File: config.mk
export PLATFORM = sky130hd
export DESIGN_NAME = lfsr_spawn_timer
export DESIGN_NICKNAME = d
export VERILOG_FILES = /design/src/rtl/lfsr_spawn_timer.sv
export SDC_FILE = /design/constraint.sdc
export NUM_CORES = 1
export LEC_CHECK = 0
export CAP_MARGIN = 20
export CELL_PAD_IN_SITES_DETAIL_PLACEMENT = 0
export CELL_PAD_IN_SITES_GLOBAL_PLACEMENT = 1
export CORE_MARGIN = 2
export CORE_UTILIZATION = 40
export CTS_CLUSTER_DIAMETER = 120
export DETAILED_ROUTE_END_ITERATION = 8
export GPL_TIMING_DRIVEN = 0
export PLACE_DENSITY_LB_ADDON = 0.1
export SLEW_MARGIN = 5
export SYNTH_ARGS = -nofsm -noshare
export SYNTH_HDL_FRONTEND = slang
export SYNTH_SLANG_ARGS = --single-unit
File: constraint.sdc
create_clock -name clk_i -period 5.4 [get_ports clk_i]
set_input_delay 0.81 -clock clk_i [delete_from_list [all_inputs] [get_ports clk_i]]
set_output_delay 0.81 -clock clk_i [all_outputs]
set_load 0.005 [all_outputs]
File: src/rtl/lfsr_spawn_timer.sv
// lfsr_spawn_timer
// XNOR Fibonacci LFSR feeding a random-interval countdown. Each interval is
// MIN_INTERVAL plus the current LFSR value; when the countdown expires, a spawn
// request is raised and held until the game FSM acknowledges it.
//
// state | meaning
// ------+------------------------------------------------------------
// IDLE  | after reset; waits for the first enabled edge to load an interval
// COUNT | countdown running on enabled edges; spawn low
// FIRE  | spawn request held high, count held at 0, waits for spawn_ack
//
// Every output is driven directly by a flop. All-ones is the LFSR lockup state.
// A seed of all-ones is therefore loaded as zero.
module lfsr_spawn_timer #(
   parameter int               WIDTH        = 4,
   parameter logic [WIDTH-1:0] TAPS         = 4'b1001,
   parameter int               MIN_INTERVAL = 15,
   parameter int               CNT_W        = 8
) (
   input  logic             clk_i,
   input  logic             reset_i,
   input  logic             en_i,
   input  logic             seed_load_i,
   input  logic [WIDTH-1:0] seed_i,
   input  logic             spawn_ack_i,
   output logic [WIDTH-1:0] rand_o,
   output logic             spawn_o,
   output logic [CNT_W-1:0] count_o
);

   localparam logic [WIDTH-1:0] ALL_ONES = '1;
   localparam logic [CNT_W-1:0] MIN_C    = CNT_W'(MIN_INTERVAL);

   typedef enum logic [1:0] {
      IDLE  = 2'd0,
      COUNT = 2'd1,
      FIRE  = 2'd2
   } state_t;

   state_t           state_q, state_d;
   logic [WIDTH-1:0] rand_q, rand_d;
   logic [CNT_W-1:0] count_q, count_d;
   logic             spawn_q, spawn_d;
   logic             fb;
   logic [CNT_W-1:0] interval;

   // LFSR next state: a seed load overrides the step; the step runs in every FSM state
   always_comb begin
      rand_d = rand_q;
      fb     = ~^(rand_q & TAPS);
      if (seed_load_i) begin
         rand_d = (seed_i == ALL_ONES) ? '0 : seed_i;
      end else if (en_i) begin
         rand_d = {fb, rand_q[WIDTH-1:1]};
      end
   end

   // The interval is built from the LFSR value before this edge's step or load
   assign interval = MIN_C + CNT_W'(rand_q);

   // Timer FSM next state, countdown and spawn request
   always_comb begin
      state_d = state_q;
      count_d = count_q;
      spawn_d = spawn_q;
      case (state_q)
         IDLE: begin
            spawn_d = 1'b0;
            if (en_i) begin
               state_d = COUNT;
               count_d = interval;
            end
         end
         COUNT: begin
            spawn_d = 1'b0;
            if (en_i) begin
               if (count_q != '0) begin
                  count_d = count_q - CNT_W'(1);
               end else begin
                  state_d = FIRE;
                  spawn_d = 1'b1;
               end
            end
         end
         FIRE: begin
            spawn_d = 1'b1;
            count_d = '0;
            // Acknowledge is taken whether or not the timer is enabled
            if (spawn_ack_i) begin
               state_d = COUNT;
               count_d = interval;
               spawn_d = 1'b0;
            end
         end
         default: begin
            state_d = IDLE;
            count_d = '0;
            spawn_d = 1'b0;
         end
      endcase
   end

   // State registers; reset clears everything immediately
   always_ff @(posedge clk_i or posedge reset_i) begin
      if (reset_i) begin
         state_q <= IDLE;
         rand_q  <= '0;
         count_q <= '0;
         spawn_q <= 1'b0;
      end else begin
         state_q <= state_d;
         rand_q  <= rand_d;
         count_q <= count_d;
         spawn_q <= spawn_d;
      end
   end

   assign rand_o  = rand_q;
   assign spawn_o = spawn_q;
   assign count_o = count_q;

endmodule

# Yosys cells after proc, flatten, opt, wreduce, memory -nomap -nowiden
# Cells that the tools add are included.
[totals] ff_bits=15 elab_cells=37 input_bits=9
[classes] n_reduce_logical=6 muxes=17 n_eq_ne=8 add_sub_neg=2
[ops] op="two-way mux 8 bit" n=3
[ops] op="one-hot mux 8 bit (3 select lines)" n=1
[ops] op="two-way mux 4 bit" n=3
[ops] op="!= test 2 bit (second input constant)" n=5
[ops] op="two-way mux 2 bit" n=4
[ops] op="nonzero test 8 bit" n=1
[ops] op="subtractor 8 x 1 -> 8 bit (second input constant)" n=1
[ops] op="one-hot mux 2 bit (3 select lines)" n=1
[ops] op="adder 4 x 4 -> 5 bit (first input constant)" n=1
[ops] op="two-way mux 5 bit" n=1
[ops] op="equality test 4 bit (second input constant)" n=1
[ops] op="AND reduction 4 bit" n=1
[ops] op="XNOR reduction 4 bit" n=1
[ops] op="two-way mux 1 bit" n=3
[ops] op="AND reduction 3 bit" n=1
[ops] op="equality test 2 x 1 -> 1 bit (second input constant)" n=1
[ops] op="equality test 2 bit (second input constant)" n=1
[ops] op="zero test 2 bit" n=1
[ops] op="one-hot mux 1 bit (2 select lines)" n=1
[ops] op="nonzero test 2 bit" n=1

# Depth between registers and ports, before layout
# Gate-level depths: netlist of the first run.
[logic_depth] word_depth=4 mapped_depth=7 ltp_nobuf=6

# Worst setup path after synthesis of the first run
# OpenSTA, ideal clock, no wires.
[synth_timing] path_kind="input to register" from="input en_i" to="register count_q[0] (netlist: count_o[0])" setup_ns=0.128 n_path_buf=2 stages=5 path_slack_ns=3.551 arrival_ns=1.722 path_cell_list="buf_6 o21bai_2 a21bo_4 buf_6 mux2_1"
[synth_between] elab_chain_len=2 word_cells_on_any_way=3
[synth_rtl] element="start, declared" line_no="22" source="input logic en_i,"
[synth_rtl] element="!= test 2 bit (no source line)"
[synth_rtl] element="AND reduction 3 bit (no source line) (*)"
[synth_rtl] element="end signal, assigned" line_no="113" source="count_q <= count_d;"
[synth_rtl] element="end, declared" line_no="42" source="logic [CNT_W-1:0] count_q, count_d;"
# Mark *: on every way between the ends. The rest lies on a longest branch, timed or not.
# A chain may end at the register's enable or synchronous reset.

# Worst setup path in the final report of the first run
[layout_timing] from="register count_q[2] (netlist: count_o[2])" to="output count_o[2]"
[layout_rtl] element="end, declared" line_no="28" source="output logic [CNT_W-1:0] count_o"
# No word-level cell between the ends.

==> parameters.txt, run 1 <==
Parameter                              Value

Worst setup path
  CP startpoint kind    flop
  Worst path arrival time    1.34 ns
  Buffers plus inverters on the worst setup path    1
  Cell-by-cell trace of the critical path    clkdlybuf4s50_1
  Top cell family by delay on the critical path    buffers and inverters
  Sort of element at the end of the critical path    output pin
  Master of the slowest instance on the critical path    sky130_fd_sc_hd__clkdlybuf4s50_1
  Worst Setup Path Type    reg -> out
  WP data required    4.59 ns
  CP max stage delay    0.55 ns
  Worst Path Max Fanout    7

Floorplanning
  Die Ht    54.0 um
  Initial core utilization    0.412
  Number of primary I/O pins    22
  Overall die area    2920 sq um
  Placeable core region    2430 sq um
  Horizontal die dimension    54.0 um
  Number of placement rows    18

STA
  Transition at the pin with the smallest max-transition slack    0.662 ns
  Maximum frequency from static timing analysis    464 MHz
  Setup total negative slack    0 ns
  Worst max-slew margin expressed relative to the limit    0.553
  Final number of hold-violating endpoints    0
  Shortest period the worst path allows    2.15 ns
  Worst hold margin    0.568 ns
  Ratio of final minimum period to clock period    0.399
  Number of slew-limit violations in the final report    0
  Layout Skew    0.00695 ns
  Final setup vio count    0
  RSZ-0062 raised after global routing    false

Place
  Routability-driven placement congestion ratio    0.794
  Dpl hpwl    1580 um
  IO buf count    20
  Placed Cells incl. Taps    152

Yosys
  Synthesized netlist cell count    102
  Synthesized flop and latch total    15
  Number of distinct library cells after synthesis    37
  Fraction of synthesis flops using an asynchronous set or reset pin    1.00
  Total number of yosys warnings    0
  Main flop type after synthesis    sky130_fd_sc_hd__dfrtp_1
  Synthesized cell area    1000 sq um
  Count of flip-flops with a built-in enable after synthesis    0
  Sequential-to-total area share from yosys stat    0.375
  Total nets after synthesis    117
  Per-instance average area after synthesis    9.81 sq um

Pwr
  Pwr Density    459 nW/um^2
  Pleak    0.544 nW
  Worst-case vdd ir drop    0.220 mV

Global route
  Antenna violations before repair    0
  Vias in the first global route    782
  First-pass GRT wire length    3450 um
  Largest net degree at the start of global routing    16
  Overall overflow remaining after global route    0
  Global Route Usage Sum    0.164

Final layout
  Non-Filler Instances    156
  Growth of design area from synthesis to finish    26.4%
  Number of diodes added for antenna fixing    0
  Most common library cell in the layout ignoring fill and taps    sky130_fd_sc_hd__clkdlybuf4s50_1
  Fraction of layout cells with a size suffix above 1    0.103
  Number of nets in the layout    142
  Highest-count cells in the layout ignoring fill and taps    sky130_fd_sc_hd__clkdlybuf4s50_1, sky130_fd_sc_hd__dfrtp_1, sky130_fd_sc_hd__inv_1

CTS
  Number of buffers created by CTS    3
  Hold buffers post-CTS    0
  Post-CTS resize count    0
  Clock transition at the registers of the reported paths    0.10 ns
  Maximum clock path buffer count    2
  Clock Sink Count    15
  Clock tree from TritonCTS    yes
  Number of buffers inserted to repair setup after CTS    0
  H-tree depth    1
  Root buf cell    sky130_fd_sc_hd__clkbuf_4
  Insertion delay to the later sink of the worst-skew pair    0.29 ns

Detailed routing
  Final wirelength    2080 um
  DR DRC count    0
  Number of optimization iterations in the first detailed-route pass    4
  Vias/cell    5.36
  Wire per inst    13.3 um
  Number of nets with antenna violations after routing    0
  Routed vias    836
  Starting DRC count in detailed routing    9

Flow run
  Count of max-cap constraint violations    0

Outcome
  Status    complete, no violations

Hold path
  Type of the tightest min-delay check    reg -> reg
==> final timing paths <==
kind / from / slack (ns) / to / cells past startpoint
worst max-delay path: count_o[2] / 3.25 / count_o[2] / 1
worst min-delay path: count_o[5] / 0.57 / count_o[5] / 1
worst max register to register: state_q[1] / 3.38 / count_o[0] / 6
worst min register to register: count_o[5] / 0.57 / count_o[5] / 1
max in group asynchronous: reset_i / 4.11 / count_o[3] / 2
min in group asynchronous: reset_i / 0.88 / rand_o[3] / 2
==> Yosys cell counts, types with 2 or more instances <==
master                     instances  area share
sky130_fd_sc_hd__dfrtp_1          15        0.38
sky130_fd_sc_hd__inv_1            14       0.052
sky130_fd_sc_hd__ha_1              6       0.075
sky130_fd_sc_hd__nor2_1            6       0.022
sky130_fd_sc_hd__o21ai_1           6       0.030
sky130_fd_sc_hd__o22ai_1           6       0.038
sky130_fd_sc_hd__a21oi_1           4       0.020
sky130_fd_sc_hd__mux2i_1           4       0.040
sky130_fd_sc_hd__nand2_1           3       0.011
sky130_fd_sc_hd__xnor2_1           3       0.026
sky130_fd_sc_hd__a31oi_1           2       0.012
sky130_fd_sc_hd__buf_6             2       0.022
sky130_fd_sc_hd__mux2_1            2       0.022
sky130_fd_sc_hd__nand2b_1          2       0.012
sky130_fd_sc_hd__nor2b_1           2       0.012
sky130_fd_sc_hd__nor3_1            2       0.010
sky130_fd_sc_hd__o21ai_2           2       0.018
sky130_fd_sc_hd__o31ai_1           2       0.015
==> logic make-up (layout without fill, tap and decap cells) <==
family | count (synthesis) | in the layout | synth area share
AO/OA/AOI/OAI | 33 | 33 | 0.238
AND/OR/NAND/NOR | 22 | 22 | 0.145
buffers and inverters | 17 | 41 | 0.0787
flip-flops | 15 | 15 | 0.375
adder cells (fa/ha/maj) | 6 | 6 | 0.0750
multiplexers | 6 | 6 | 0.0625
XOR/XNOR | 3 | 3 | 0.0263
==> per-layer routing <==
metal  share of wire  up-vias  global-route usage
met5               0        -                   0
met4          0.0063        0              0.0625
met3           0.039        2              0.0278
met2            0.46       21               0.252
met1            0.50      396               0.230
li1                -      417                   -
==> layout make-up <==
type | instances | area, sq um
plain buffers | 3 | 26.3
clock buffers | 4 | 26.3
fillers | 229 | 1170
inverters | 14 | 52.6
multi-input cells | 70 | 547
flip-flops and latches | 15 | 375
well taps | 30 | 37.5
repair buffers | 20 | 200
==> power by group <==
group	internal (W)	switching [W]	total, W
Combinational	0.000169	0.000136	0.000304
Sequential	0.000151	0.0000564	0.000207
Clock	0.0000287	0.0000401	0.0000688
Total	0.000348	0.000232	0.000580
==> state kept, by name (all words and copies together), names as in the netlist <==
signal and flops:
state_q 2, rand_o 4, spawn_o 1, count_o 8
==> per-stage QoR <==
stage	power, W	worst slack [ns]	area [sq um]	utilization
floorplan	0.000400	3.55	1000	-
global placement	0.000515	3.13	1240	0.509
detailed placement	0.000518	3.13	1240	0.509
CTS	0.000588	3.23	1260	0.520
global route	0.000631	3.17	1260	0.520
finish	0.000580	3.25	1260	0.520
(Power assumes the default switching activity.)
==> inputs of run 2 (changes only) <==
- CORE_UTILIZATION: 40 -> 37
- clock period: 5.4 -> 2 ns (I/O delays scaled with it)
==> parameters.txt, run 2 (synthesis results as in run 1) <==
Parameter                              Value

Outcome
  Status    complete, no violations

Worst setup path
  Worst Setup Path Type    reg -> reg
  Startpoint of the most critical register-to-register path    count_o[0]
  Sort of element at the end of the critical path    flop
  Cell-by-cell trace of the critical path    inv_1 > ha_1 > nor4b_4 > a21bo_4 > buf_6 > mux2_1
  WP data required    2.18 ns (-2.41 ns)
  Master of the slowest instance on the critical path    sky130_fd_sc_hd__dfrtp_1
  CP startpoint kind    flop
  Worst path arrival time    2.06 ns (+0.72 ns)
  Worst reg-to-reg setup slack    0.12 ns (-3.26 ns)
  Worst Path Max Fanout    10 (+3)
  CP max stage delay    0.46 ns (-0.09 ns)
  Number of cells traversed by the worst register-to-register path    6 (unchanged)
  Capturing point of the worst reg2reg path    count_o[0]

Global route
  Vias in the first global route    851 (+8.8%)
  Global Route Usage Sum    0.153 (-0.0114)
  First-pass GRT wire length    3800 um (+10%)
  Largest net degree at the start of global routing    16 (unchanged)
  Antenna violations before repair    0 (unchanged)
  Overall overflow remaining after global route    0 (unchanged)

Floorplanning
  Die Ht    56.0 um (+3.7%)
  Number of placement rows    18 (unchanged)
  Initial core utilization    0.397 (-0.0147)
  Horizontal die dimension    56.0 um (+3.7%)
  Number of primary I/O pins    22 (unchanged)
  Overall die area    3140 sq um (+7.5%)
  Placeable core region    2520 sq um (+3.7%)

Detailed routing
  DR DRC count    0 (unchanged)
  Number of nets with antenna violations after routing    0 (unchanged)
  Routed vias    855 (+2.3%)
  Vias/cell    5.48 (+2.3%)
  Wire per inst    13.8 um (+3.3%)
  Starting DRC count in detailed routing    9 (unchanged)
  Number of optimization iterations in the first detailed-route pass    4 (unchanged)
  Final wirelength    2150 um (+3.3%)

Final layout
  Fraction of layout cells with a size suffix above 1    0.119 (+0.0159)
  Number of nets in the layout    142 (unchanged)
  Number of diodes added for antenna fixing    0 (unchanged)
  Most common library cell in the layout ignoring fill and taps    sky130_fd_sc_hd__clkdlybuf4s50_1
  Fillcell total    248 (+8.3%)
  Number of flip-flops under the largest register name    8 (unchanged)
  Growth of design area from synthesis to finish    27.2%
  Highest-count cells in the layout ignoring fill and taps    sky130_fd_sc_hd__clkdlybuf4s50_1, sky130_fd_sc_hd__dfrtp_1, sky130_fd_sc_hd__inv_1

STA
  Transition at the pin with the smallest max-transition slack    0.658 ns (-0.00361 ns)
  RSZ-0062 raised after global routing    false
  Final setup vio count    0 (unchanged)
  Shortest period the worst path allows    1.88 ns
  Number of slew-limit violations in the final report    0 (unchanged)
  Layout Skew    0.00959 ns (+0.00264 ns)
  Worst max-slew margin expressed relative to the limit    0.555 (+0.00244)
  Setup total negative slack    0 ns (unchanged)
  Final number of hold-violating endpoints    0 (unchanged)
  Ratio of final minimum period to clock period    0.940
  Maximum frequency from static timing analysis    532 MHz

Pwr
  Part of the total power dissipated in sequential elements    0.358 (about the same)
  Sw frac    0.402 (+0.00194)
  Worst-case vdd ir drop    0.706 mV (+220%)
  Tot Pwr    0.00158 W (+170%)
  Pleak    0.545 nW (+0.14%)
  Pwr Density    1240 nW/um^2 (+170%)
  Internal cell power    0.000945 W (+170%)
  Psw    0.000636 W (+170%)
  Relative contribution of the clock network to total power    0.113 (-0.006)
  Proportion of power drawn by combinational gates    0.529 (+0.004)

CTS
  Root buf cell    sky130_fd_sc_hd__clkbuf_4
  Maximum clock path buffer count    2 (unchanged)
  H-tree depth    1 (unchanged)
  Number of buffers created by CTS    3 (unchanged)
  Clock transition at the registers of the reported paths    0.10 ns (about the same)
  Clock tree from TritonCTS    yes
  Insertion delay to the later sink of the worst-skew pair    0.29 ns (about the same)
  Clock Sink Count    15 (unchanged)

Place
  IO buf count    20 (unchanged)
  Routability-driven placement congestion ratio    0.788 (-0.78%)
  Dpl hpwl    1620 um (+2.7%)

Flow run
  Count of max-cap constraint violations    0 (unchanged)

Hold path
  Type of the tightest min-delay check    in -> async
[run 2: power by group through the flow]
| stage | sequential [W] | clock (W) | combinational, W |
|---|---|---|---|
| after floorplan | 0.000552 | 0 | 0.000529 |
| after global placement | 0.000565 | 0 | 0.000831 |
| after detailed placement | 0.000569 | 0 | 0.000831 |
| after CTS | 0.000562 | 0.000188 | 0.000836 |
| after global routing | 0.000595 | 0.000198 | 0.000927 |
| final | 0.000566 | 0.000179 | 0.000837 |
[run 2: through the flow]
stage / instance area [sq um] / worst slack (ns) / hold slack, ns / instances / utilization
finish: 1270 / 0.121 / 0.366 / 156 / 0.505
global route: 1270 / 0.0272 / 0.368 / 156 / 0.505
CTS: 1260 / 0.0158 / 0.362 / 156 / 0.501
detailed placement: 1240 / 0.0301 / 0.550 / 152 / 0.491
global placement: 1240 / 0.0786 / 0.542 / 152 / 0.491
floorplan: 1000 / 0.246 / 0.201 / 102 / -
[run 2: layout make-up]
cell class	count	area [sq um]	area share
Multi-Input combinational cell	70	556	0.436
Sequential cell	15	375	0.295
Timing Repair Buffer	20	200	0.157
Inverter	14	52.6	0.0413
Tap cell	30	37.5	0.0295
Clock buffer	4	26.3	0.0206
Buffer	3	26.3	0.0206
[run 2: worst max-delay path: cells and delay by family (launching register included)]
kind            cells  cell delay (ns)
buf+inv             2             0.22
fa+ha+maj           1             0.19
simple gates        1             0.37
mux                 1             0.32
compound gates      1             0.21
flops               1             0.46
[run 2: layer usage]
metal  GRT usage  routed length [um]
met3      0.0535                 111
met2       0.240                 962
met5           0                   0
met1       0.199                1040
met4      0.0408                  31
[run 2: worst max path at each step]
stage            endpoint  slack, ns  startpoint  cells past startpoint
6_report       count_o[0]       0.12  count_o[0]                      6
2_1_floorplan  count_o[0]       0.25  state_q[1]                      6
3_5_place_dp   count_o[0]       0.03  state_q[1]                      6
3_3_place_gp   count_o[0]       0.08  state_q[1]                      6
4_1_cts        count_o[0]       0.02  state_q[1]                      6
5_1_grt        count_o[0]       0.03  count_o[0]                      6
[run 2: what timing repair did]
item | CTS | global route
endpoints found under the setup margin | 0 | 2
gates resized for setup | 0 | 2
buffers inserted | 0 | 0
hold buffers | 0 | 0
